## config.mk

```make
export PLATFORM = sky130hd
export DESIGN_NAME = copro_alu_sched
export DESIGN_NICKNAME = d
export VERILOG_FILES = /design/src/rtl/copro_alu_sched.sv
export SDC_FILE = /design/constraint.sdc
export NUM_CORES = 1
export LEC_CHECK = 0
export BUFFER_PORTS_ARGS = -buffer_cell sky130_fd_sc_hd__buf_4
export CORE_ASPECT_RATIO = 0.5
export CORE_UTILIZATION = 30
export DETAILED_ROUTE_END_ITERATION = 16
export GPL_ROUTABILITY_DRIVEN = 1
export SLEW_MARGIN = 0
export SYNTH_ARGS = -nofsm -noshare
export SYNTH_HDL_FRONTEND = slang
export SYNTH_SLANG_ARGS = --single-unit
```

## constraint.sdc

```tcl
create_clock -name clk_i -period 2 [get_ports clk_i]
set_input_delay 0.1 -clock clk_i [delete_from_list [all_inputs] [get_ports clk_i]]
set_output_delay 0.1 -clock clk_i [all_outputs]
set_load 0.02 [all_outputs]
```

## src/rtl/copro_alu_sched.sv

```systemverilog
// Issue scheduler and in-order result FIFO in front of the single-cycle copro_alu.
// A FIFO slot is reserved at dispatch, so ALU results are never lost to result backpressure.
package copro_alu_pkg;
  typedef enum logic [3:0] {
    NOP        = 4'd0,
    ADD        = 4'd1,
    DOUBLE_RS1 = 4'd2,
    DOUBLE_RS2 = 4'd3,
    ADD_MULTI  = 4'd4
  } opcode_t;
endpackage

module copro_alu_sched
  import copro_alu_pkg::*;
#(
  parameter int unsigned NrRgprPorts = 2,
  parameter int unsigned DEPTH       = 4,
  parameter type         hartid_t    = logic,
  parameter type         id_t        = logic,
  parameter type         registers_t = logic [NrRgprPorts-1:0][63:0]
) (
  input  logic        clk_i,
  input  logic        rst_ni,
  input  logic        issue_valid_i,
  output logic        issue_ready_o,
  input  opcode_t     opcode_i,
  input  registers_t  registers_i,
  input  hartid_t     hartid_i,
  input  id_t         id_i,
  input  logic [4:0]  rd_i,
  output opcode_t     alu_opcode_o,
  output registers_t  alu_registers_o,
  output hartid_t     alu_hartid_o,
  output id_t         alu_id_o,
  output logic [4:0]  alu_rd_o,
  input  logic [63:0] alu_result_i,
  input  hartid_t     alu_hartid_i,
  input  id_t         alu_id_i,
  input  logic [4:0]  alu_rd_i,
  input  logic        alu_valid_i,
  input  logic        alu_we_i,
  output logic        result_valid_o,
  input  logic        result_ready_i,
  output logic [63:0] result_data_o,
  output hartid_t     result_hartid_o,
  output id_t         result_id_o,
  output logic [4:0]  result_rd_o,
  output logic        result_we_o,
  output logic [7:0]  drop_cnt_o
);

  localparam int unsigned CW = $clog2(DEPTH + 1);
  localparam int unsigned PW = (DEPTH > 1) ? $clog2(DEPTH) : 1;

  logic          inflight_q;
  logic [CW-1:0] count_q, count_d;
  logic [PW-1:0] wptr_q, wptr_d;
  logic [PW-1:0] rptr_q, rptr_d;
  logic [7:0]    drop_q, drop_d;
  logic [CW:0]   occupancy;

  logic [63:0]   data_q   [DEPTH];
  hartid_t       hartid_q [DEPTH];
  id_t           id_q     [DEPTH];
  logic [4:0]    rd_q     [DEPTH];
  logic          we_q     [DEPTH];

  logic dispatch, push, pop, drop;

  // Pointers wrap explicitly because DEPTH need not be a power of two.
  function automatic logic [PW-1:0] ptr_inc(input logic [PW-1:0] p);
    if (p == PW'(DEPTH - 1)) return '0;
    return p + PW'(1);
  endfunction

  // Credit check covers the op still in the ALU, so its result always has a slot.
  assign occupancy     = {1'b0, count_q} + {{CW{1'b0}}, inflight_q};
  assign issue_ready_o = occupancy < (CW+1)'(DEPTH);

  assign dispatch       = issue_valid_i & issue_ready_o;
  assign push           = inflight_q & alu_valid_i;
  assign drop           = inflight_q & ~alu_valid_i;
  assign result_valid_o = (count_q != '0);
  assign pop            = result_valid_o & result_ready_i;

  always_comb begin
    alu_opcode_o    = NOP;
    alu_registers_o = '0;
    alu_hartid_o    = '0;
    alu_id_o        = '0;
    alu_rd_o        = '0;
    if (dispatch) begin
      alu_opcode_o    = opcode_i;
      alu_registers_o = registers_i;
      alu_hartid_o    = hartid_i;
      alu_id_o        = id_i;
      alu_rd_o        = rd_i;
    end
  end

  always_comb begin
    wptr_d  = wptr_q;
    rptr_d  = rptr_q;
    count_d = count_q;
    drop_d  = drop_q;
    if (push) wptr_d = ptr_inc(wptr_q);
    if (pop)  rptr_d = ptr_inc(rptr_q);
    if (push && !pop)      count_d = count_q + CW'(1);
    else if (!push && pop) count_d = count_q - CW'(1);
    if (drop && (drop_q != 8'hFF)) drop_d = drop_q + 8'd1;
  end

  always_ff @(posedge clk_i or negedge rst_ni) begin
    if (!rst_ni) begin
      inflight_q <= 1'b0;
      count_q    <= '0;
      wptr_q     <= '0;
      rptr_q     <= '0;
      drop_q     <= '0;
    end else begin
      inflight_q <= dispatch;
      count_q    <= count_d;
      wptr_q     <= wptr_d;
      rptr_q     <= rptr_d;
      drop_q     <= drop_d;
    end
  end

  // Storage is cleared on reset so the head reads as zero afterwards.
  always_ff @(posedge clk_i or negedge rst_ni) begin
    if (!rst_ni) begin
      for (int i = 0; i < int'(DEPTH); i++) begin
        data_q[i]   <= '0;
        hartid_q[i] <= '0;
        id_q[i]     <= '0;
        rd_q[i]     <= '0;
        we_q[i]     <= 1'b0;
      end
    end else if (push) begin
      data_q[wptr_q]   <= alu_result_i;
      hartid_q[wptr_q] <= alu_hartid_i;
      id_q[wptr_q]     <= alu_id_i;
      rd_q[wptr_q]     <= alu_rd_i;
      we_q[wptr_q]     <= alu_we_i;
    end
  end

  assign result_data_o   = data_q[rptr_q];
  assign result_hartid_o = hartid_q[rptr_q];
  assign result_id_o     = id_q[rptr_q];
  assign result_rd_o     = rd_q[rptr_q];
  assign result_we_o     = we_q[rptr_q];
  assign drop_cnt_o      = drop_q;

endmodule

```

==> results of run 1 <==
cells in the mapped netlist, types with 2 or more instances:
cell type / instances / area (um^2)
buf_1: 5 / 18.8
nand2_4: 4 / 45.0
mux2_4: 280 / 4200
buf_4: 2 / 15.0
and3_1: 139 / 870
mux2_2: 13 / 146
inv_1: 3 / 11.3
a21oi_1: 2 / 10.0
dfrtp_1: 304 / 7610
clkbuf_1: 30 / 113
buf_6: 28 / 315
xnor2_1: 2 / 17.5
nand2_1: 5 / 18.8
nand4_1: 2 / 12.5
buf_2: 10 / 50.1
nand3_1: 2 / 10.0
nand2b_1: 2 / 12.5
mux4_2: 72 / 1620
xor2_1: 3 / 26.3
nor2_1: 4 / 15.0
nor2b_1: 3 / 18.8
ha_1: 7 / 87.6
and2_1: 2 / 12.5
placed cells by master, fill, tap and decap left out, drive strengths merged, types with 4 or more instances in the layout:
cell         count
and3           139
buf            509
clkbuf          55
clkinv          10
dfrtp          304
dlygate4sd3     73
ha               7
inv              4
mux2           294
mux4            72
nand2            9
nor2             4
how the worst max path moves through the flow:
stage | slack (ns) | start | endpoint | cells after the start
CTS | -0.15 | count_q[0] | alu_registers_o[78] | 7
detailed placement | 0.06 | count_q[2] | count_q[2] | 8
finish | -0.11 | count_q[0] | alu_registers_o[90] | 7
global route | -0.16 | count_q[2] | alu_registers_o[90] | 7
floorplan | 0.0008 | count_q[2] | count_q[2] | 8
global placement | 0.08 | count_q[2] | count_q[2] | 8
area by class of cell:
class | count | share of cell area (%)
Clock buffer | 46 | 4.07
Clock inverter | 14 | 0.626
Inverter | 3 | 0.0473
Multi-Input combinational cell | 555 | 32.9
Sequential cell | 304 | 32.0
Tap cell | 690 | 3.63
Timing Repair Buffer | 592 | 26.8
tightest hold or removal path, cell delays in order:
cell	delay, ns
buf_4	0.12
nand2_2	0.06
buf_4	0.14
a21o_1	0.11
sequential cells by signal (all words and copies together), names as in the netlist:
| register | cells |
|---|---|
| rd_q | 20 |
| wptr_q | 2 |
| rptr_q | 2 |
| drop_cnt_o | 8 |
| count_q | 3 |
| inflight_q | 1 |
| hartid_q | 4 |
| data_q | 256 |
| we_q | 4 |
| id_q | 4 |
kinds of logic (layout without fill, tap and decap cells):
group	after synthesis	count (layout)	synth area share [%]
mux	367	367	39.0
compound gates	7	7	0.317
xor+xnor	5	5	0.285
flops	304	304	49.5
fa+ha+maj	8	8	0.700
buf+inv	78	655	3.40
simple gates	168	168	6.83
report_power, final:
group / switching (W) / internal, W
Combinational: 0.00865 / 0.0134
Sequential: 0.00180 / 0.00918
Clock: 0.00251 / 0.00378
through the flow:
| stage | hold WS, ns | total power (W) | worst slack [ns] | instances |
|---|---|---|---|---|
| floorplan | -0.196 | 0.0220 | 0.000815 | 937 |
| global route | 0.0446 | 0.0411 | -0.162 | 2204 |
| detailed placement | 0.00524 | 0.0281 | 0.0605 | 2025 |
| finish | 0.0558 | 0.0393 | -0.108 | 2204 |
| global placement | 0.00464 | 0.0280 | 0.0768 | 2025 |
| CTS | 0.0284 | 0.0384 | -0.146 | 2187 |
layer usage:
layer / routed length, um / part of all wire, % / GRT usage (%) / vias up
li1: - / - / - / 4601
met1: 20300 / 41 / 22.9 / 5408
met2: 26500 / 53 / 32.9 / 241
met3: 1890 / 3.8 / 2.74 / 50
met4: 873 / 1.8 / 4.03 / 4
met5: 27 / 0.054 / 0 / -
repair_timing:
item / 4_1_cts / 5_1_grt
cloned: 17 / 11
endpoints found under the hold margin: 592 / 0
buffers inserted: 12 / 7
pin swaps: 24 / 48
hold buffers: 73 / 0
gates resized for setup: 207 / 148
setup endpoints to repair: 211 / 212
==> results.yml, run 1 <==
yosys:
  synth_edf_count: 0
  synthFlopType: "dfrtp_1"
  yosysWarningCount: 0
  synth-async-reset-ratio_pct: 100
  netlist_instances: 937
  ys_seq_area_share_pct: 49.5
  ys_types: 36
  syn_area_mm2: 0.0154
  ys_ff_latch: 304
  syn_area_per_cell_um2: 16.4
  synth_nets: 1161
worst_hold_path:
  holdPathStages: 4
  hold_class: "primary input to register"
  whs_endpoint: "rptr_q[0]"
  min_from: "result_ready_i"
timing:
  min_period_ns: 2.11
  worst_pin_slew_ns: 0.450
  hold_viol: 0
  skew_ns: 0.00995
  slew_violations: 0
  rsz0062_at_grt: "true"
  setup_slack_ns: -0.108
  fmaxAchievable_mhz: 474
  setup_violations: 202
  fin_setup_tns_ns: -12.22
  min_period_over_period_pct: 105
  maxSlewHeadroom_pct: 70.0
setup_path:
  critPathMaxFanout: 9
  rr_worst_depth: 8
  cpMaxStageDelayCell: "dfrtp_1"
  cp-end-kind: "output port"
  arrival_ns: 2.01
  crit_required_ns: 1.90
  path_delay_family: "buffers and inverters"
  critPathLaunchType: "register"
  reg2reg_to: "count_q[2]"
  crit_type: "register to output port"
  critPathBufInv: 5
  path_cells: "buf_6 > a31oi_4 > buf_12 > buf_12 > buf_16 > and3_4 > buf_6"
  max_stage_delay_ns: 0.39
  rrSetupSlack_ns: 0.05
  r2r_start: "count_q[2]"
detailed_routing:
  antenna_left: 0
  initialDrtViolationCount: 541
  via_per_inst: 4.68
  num_vias: 10304
  postRouteWirelength_um: 49600
  drc: 0
  first_pass_iters: 4
  wire_per_inst_um: 22.5
power_and_ir_drop:
  p_per_area_mw_per_mm2: 1650
  leakagePower_nw: 11.8
  vdd_drop_max_mv: 0.719
layout:
  design_area_mm2: 0.0238
  syn_to_final_growth_pct: 54.7
  nets: 1714
  n_antenna_cell: 0
  fin_util_pct: 47.2
  drive_gt1_share_pct: 69.9
  multi_input_area_mm2: 0.00782
  seq_area_mm2: 0.00761
  fill_cells: 4339
outcome:
  status: "finished, violations left"
  violations: "negative setup slack"
grt:
  grt_max_degree: 85
  track_usage_pct: 18.2
  grt_pass1_vias: 11094
  overflow: 0
  antenna_found_initial: 2
  grt_pass1_wl_um: 71600
floorplan:
  core_mm2: 0.0504
  die_h_um: 162
  initial_core_util_pct: 30.5
  die_x_um: 322
  boundaryPins: 437
  row_count: 58
  dieArea_mm2: 0.0522
placed_design:
  dp_hpwl_um: 32000
  placed_area_mm2: 0.0196
  gp_congestion: 0.805
  portBuffers: 436
clock_tree:
  clk_pin_slew_worst_paths_ns: 0.06
  cts_made_buffers: 34
  clock_path_buffers: 3
  cts.htree.levels: 2
  clock_latency_ns: 0.51
  tritoncts: "done"
  cts.sinks: 304
  cts_root_buf: "clkbuf_16"
run:
  drv_cap: 0
(Power assumes the default switching activity.)
==> run 2: changes to the inputs <==
- PLACE_DENSITY: default -> 0.62
==> run 2 against run 1 <==
Net effect: via count is 1.5% lower; register-to-register slack worse by 0.08 ns; critical path depth is 3 lower; largest cell class is now sequential cells; first-iteration DRC count is 2.0% higher; the run still ends with negative setup slack left; worst setup slack worse by 0.046 ns.
==> results.yml, run 2 (synthesized netlist as in run 1, its figures left out) <==
timing:
  min_period_ns: 2.15
  setup_violations: 209
  rsz0062_at_grt: "true"
  setup_slack_ns: -0.154
  worst_pin_slew_ns: 0.449
  fmaxAchievable_mhz: 464
  skew_ns: 0.00674
  maxSlewHeadroom_pct: 70.1
  slew_violations: 0
  min_period_over_period_pct: 108
  hold_viol: 0
layout:
  seq_area_mm2: 0.00761
  largest_register: "data_q"
  instances_no_fill: 2199
  layout_common_cells: "buf_4 (348), dfrtp_1 (302), mux2_4 (280)"
  multi_input_area_mm2: 0.00744
  syn_to_final_growth_pct: 48.5
  layout_commonest_cell: "buf_4"
  nets: 1708
  fill_cells: 4376
  drive_gt1_share_pct: 64.8
  largest_register_ffs: 256
clock_tree:
  cts.sinks: 304
  tritoncts: "done"
  clk_pin_slew_worst_paths_ns: 0.06
  cts_root_buf: "clkbuf_16"
  cts.htree.levels: 1
  clock_latency_ns: 0.56
  cts_made_buffers: 31
  clock_path_buffers: 3
power_and_ir_drop:
  vdd_drop_max_mv: 0.929
  leakagePower_nw: 11.7
  p_per_area_mw_per_mm2: 1660
floorplan:
  die_x_um: 322
  die_h_um: 162
  boundaryPins: 437
  initial_core_util_pct: 30.5
  core_mm2: 0.0504
  row_count: 58
  dieArea_mm2: 0.0522
setup_path:
  r2r_start: "count_q[2]"
  arrival_ns: 2.05
  cp-end-kind: "output port"
  crit_required_ns: 1.90
  rrSetupSlack_ns: -0.03
  critPathMaxFanout: 9
  reg2reg_to: "count_q[2]"
  rr_worst_depth: 9
  critPathLaunchType: "register"
  startpoint: "rptr_q[0]"
  crit_type: "register to output port"
detailed_routing:
  initialDrtViolationCount: 552
  via_per_inst: 4.62
  postRouteWirelength_um: 43700
  num_vias: 10149
  drc: 0
  first_pass_iters: 4
  antenna_left: 0
  wire_per_inst_um: 19.9
placed_design:
  gp_congestion: 0.859
  dpl.cell_count: 2025
  dp_hpwl_um: 25400
  portBuffers: 436
  pre_cts_ws_ns: 0.0466
outcome:
  status: "finished, violations left"
  violations: "negative setup slack"
grt:
  grt_pass1_vias: 10999
  track_usage_pct: 15.9
  overflow: 0
  grt_pass1_wl_um: 65800
  antenna_found_initial: 2
  grt_max_degree: 70
worst_hold_path:
  whs_endpoint: "drop_cnt_o[2]"
  min_from: "alu_valid_i"
  hold_class: "primary input to register"
  holdPathStages: 3
run:
  drv_cap: 0
## run 2: routing by layer
layer | share of wire, % | global-route usage [%] | vias up | wire, um
met2 | 53 | 29.1 | 192 | 23300
li1 | - | - | 4572 | -
met1 | 42 | 20.8 | 5336 | 18500
met4 | 1.7 | 2.66 | 0 | 721
met3 | 2.7 | 1.45 | 49 | 1160
met5 | 0 | 0 | - | 0
## run 2: how the worst max path moves through the flow
| stage | cells past startpoint | end | slack (ns) |
|---|---|---|---|
| 5_1_grt | 6 | alu_registers_o[98] | -0.22 |
| 3_5_place_dp | 8 | count_q[2] | 0.05 |
| 4_1_cts | 4 | result_data_o[5] | -0.18 |
| 6_report | 4 | result_data_o[55] | -0.15 |
| 3_3_place_gp | 8 | count_q[2] | 0.07 |
| 2_1_floorplan | 8 | count_q[2] | 0.0008 |
## run 2: layout make-up
class | instances | area share [%]
diodes | 3 | 0.0329
clock buffers | 43 | 4.03
clock inverters | 12 | 0.482
inverters | 3 | 0.0493
multi-input cells | 555 | 32.6
flip-flops and latches | 304 | 33.4
well taps | 690 | 3.78
repair buffers | 589 | 25.7
## run 2: per-stage QoR
step / utilization [%] / power, W / hold slack (ns) / cell area, um^2 / setup TNS [ns]
3_5_place_dp: 38.8 / 0.0279 / 0.0606 / 19600 / 0
3_3_place_gp: 38.8 / 0.0277 / 0.0567 / 19600 / 0
6_report: 45.3 / 0.0379 / 0.0648 / 22800 / -19.46
4_1_cts: 44.3 / 0.0370 / 0.0430 / 22400 / -26.49
5_1_grt: 45.3 / 0.0396 / 0.0666 / 22800 / -34.30
2_1_floorplan: - / 0.0220 / -0.196 / 15400 / 0
## run 2: power breakdown
group / leakage (nW) / switching [W] / internal, W / total, W
Combinational: 7.47 / 0.00847 / 0.0126 / 0.0211
Clock: 0.524 / 0.00243 / 0.00344 / 0.00587
Sequential: 3.74 / 0.00174 / 0.00918 / 0.0109
## run 2: what timing repair did
action | in CTS | in global routing
gates cloned | 17 | 8
hold buffers | 74 | 0
endpoints found under the setup margin | 212 | 214
pin swaps | 9 | 10
setup buffers | 17 | 3
gates resized for setup | 95 | 73
endpoints found under the hold margin | 595 | 0
## run 2: critical path, stage by stage, from the launching register on
cell and delay [ns]:
dfrtp_4 0.46, buf_12 0.18, buf_16 0.18, mux4_2 0.52, buf_6 0.15
==> run 3: changes to the inputs <==
- BUFFER_PORTS_ARGS: -buffer_cell sky130_fd_sc_hd__buf_4 -> -buffer_cell sky130_fd_sc_hd__buf_2
- CTS_CLUSTER_DIAMETER: default -> 40
- REMOVE_ABC_BUFFERS: default -> 1
==> run 3 against run 2 <==
Net effect: the flow still finishes with violations (negative setup slack); via count rose by 1.0%; first-iteration DRC count fell by 10%; global-route usage barely moved; final cell count rose by 0.95%; fmax rose by 1.4%; clock power rose by 24%; sequential share of layout area rose by 0.28 points; final area fell by 0.83%; die area did not move; count of clock-buffer cells in the layout rose by 9; routed wire length rose by 2.9%; critical path depth did not move.
==> results.yml, run 3 (synthesized netlist as in run 1, its figures left out) <==
outcome:
  status: "finished, violations left"
  violations: "negative setup slack"
detailed_routing:
  via_per_inst: 4.62
  num_vias: 10250
  first_pass_iters: 6
  postRouteWirelength_um: 45000
  drc: 0
  initialDrtViolationCount: 497
  antenna_left: 0
  wire_per_inst_um: 20.3
floorplan:
  die_h_um: 162
  row_count: 58
  core_mm2: 0.0504
  dieArea_mm2: 0.0522
  die_x_um: 322
  boundaryPins: 437
  initial_core_util_pct: 30.5
setup_path:
  arrival_ns: 2.02
  cp-end-kind: "output port"
  crit_type: "register to output port"
  critPathLaunchType: "register"
  crit_required_ns: 1.90
  critPathMaxFanout: 17
  path_cells: "buf_4 > buf_16 > mux4_2 > buf_2"
  cpMaxStageDelayCell: "mux4_2"
  rrSetupSlack_ns: 0.02
  max_stage_delay_ns: 0.56
placed_design:
  portBuffers: 436
  gp_congestion: 0.843
  pre_cts_ws_ns: -0.00442
  dp_hpwl_um: 28300
timing:
  setup_slack_ns: -0.124
  worst_pin_slew_ns: 0.540
  fin_setup_tns_ns: -10.06
  min_period_over_period_pct: 106
  holdWs_ns: 0.0297
  setup_violations: 162
  fmaxAchievable_mhz: 471
  slew_violations: 0
  rsz0062_at_grt: "true"
  hold_viol: 0
  min_period_ns: 2.12
  maxSlewHeadroom_pct: 64.0
  skew_ns: 0.0156
clock_tree:
  cts_made_buffers: 41
  tritoncts: "done"
  clock_path_buffers: 3
  cts.htree.levels: 2
  cts.sinks: 304
  cts_root_buf: "clkbuf_16"
  clock_latency_ns: 0.52
  clk_pin_slew_worst_paths_ns: 0.05
layout:
  nets: 1725
  largest_register: "data_q"
  layout_commonest_cell: "dfrtp_1"
  drive_gt1_share_pct: 68.7
  largest_register_ffs: 256
  syn_to_final_growth_pct: 47.2
  layout_common_cells: "dfrtp_1 (302), buf_2 (297), mux2_4 (280)"
grt:
  grt_max_degree: 70
  grt_pass1_wl_um: 64300
  grt_pass1_vias: 10576
  track_usage_pct: 15.9
  antenna_found_initial: 4
  overflow: 0
power_and_ir_drop:
  p_per_area_mw_per_mm2: 1670
  leakagePower_nw: 11.6
  vdd_drop_max_mv: 0.695
run:
  drv_cap: 0
worst_hold_path:
  hold_class: "primary input to register"
run 3: critical path: cells and delay by family (launching register included):
| family | cells | cell delay, ns |
|---|---|---|
| DFF | 1 | 0.45 |
| muxes | 1 | 0.56 |
| buffers and inverters | 3 | 0.50 |
run 3: final cells by class:
class                   instances  area (um^2)
clock buffers                  52         1150
flip-flops and latches        304         7610
well taps                     690          863
fillers                      4401        27800
multi-input cells             555         7690
clock inverters                18          216
diodes                          2         5.00
repair buffers                596         5080
inverters                       3         11.3
run 3: final timing paths:
check | from | end | depth (start not counted)
hold reg to reg | data_q[155] | data_q[155] | 1
setup / recovery | rptr_q[0] | result_hartid_o | 4
max in group asynchronous | rst_ni | data_q[210] | 3
min in group asynchronous | rst_ni | data_q[20] | 2
setup reg to reg | count_q[2] | count_q[2] | 9
hold / removal | result_ready_i | count_q[0] | 4
run 3: power by group:
group / switching [W] / internal, W
Sequential: 0.00177 / 0.00919
Clock: 0.00270 / 0.00457
Combinational: 0.00814 / 0.0115
Total: 0.0126 / 0.0253
run 3: metrics by stage:
| step | power [W] | instance area [um^2] | util (%) | std cells |
|---|---|---|---|---|
| after floorplan | 0.0215 | 14900 | - | 862 |
| after global placement | 0.0264 | 18600 | 36.8 | 2036 |
| after detailed placement | 0.0266 | 18600 | 36.8 | 2036 |
| after CTS | 0.0365 | 21600 | 42.8 | 2202 |
| after global routing | 0.0396 | 22600 | 44.9 | 2218 |
| final | 0.0379 | 22600 | 44.9 | 2220 |
run 3: timing repair:
item,CTS,global route
setup endpoints to repair,212,213
hold endpoints to repair,394,0
resized for setup,160,241
gates cloned,10,10
pin swaps,10,58
setup buffers,13,12
hold buffers,73,0
run 3: routing by layer:
| layer | vias to the layer above | track usage (%) | routed length, um |
|---|---|---|---|
| met2 | 245 | 27.3 | 23200 |
| met4 | 4 | 5.02 | 1090 |
| li1 | 4614 | - | - |
| met1 | 5315 | 20.6 | 18900 |
| met5 | - | 0 | 27 |
| met3 | 72 | 2.58 | 1700 |
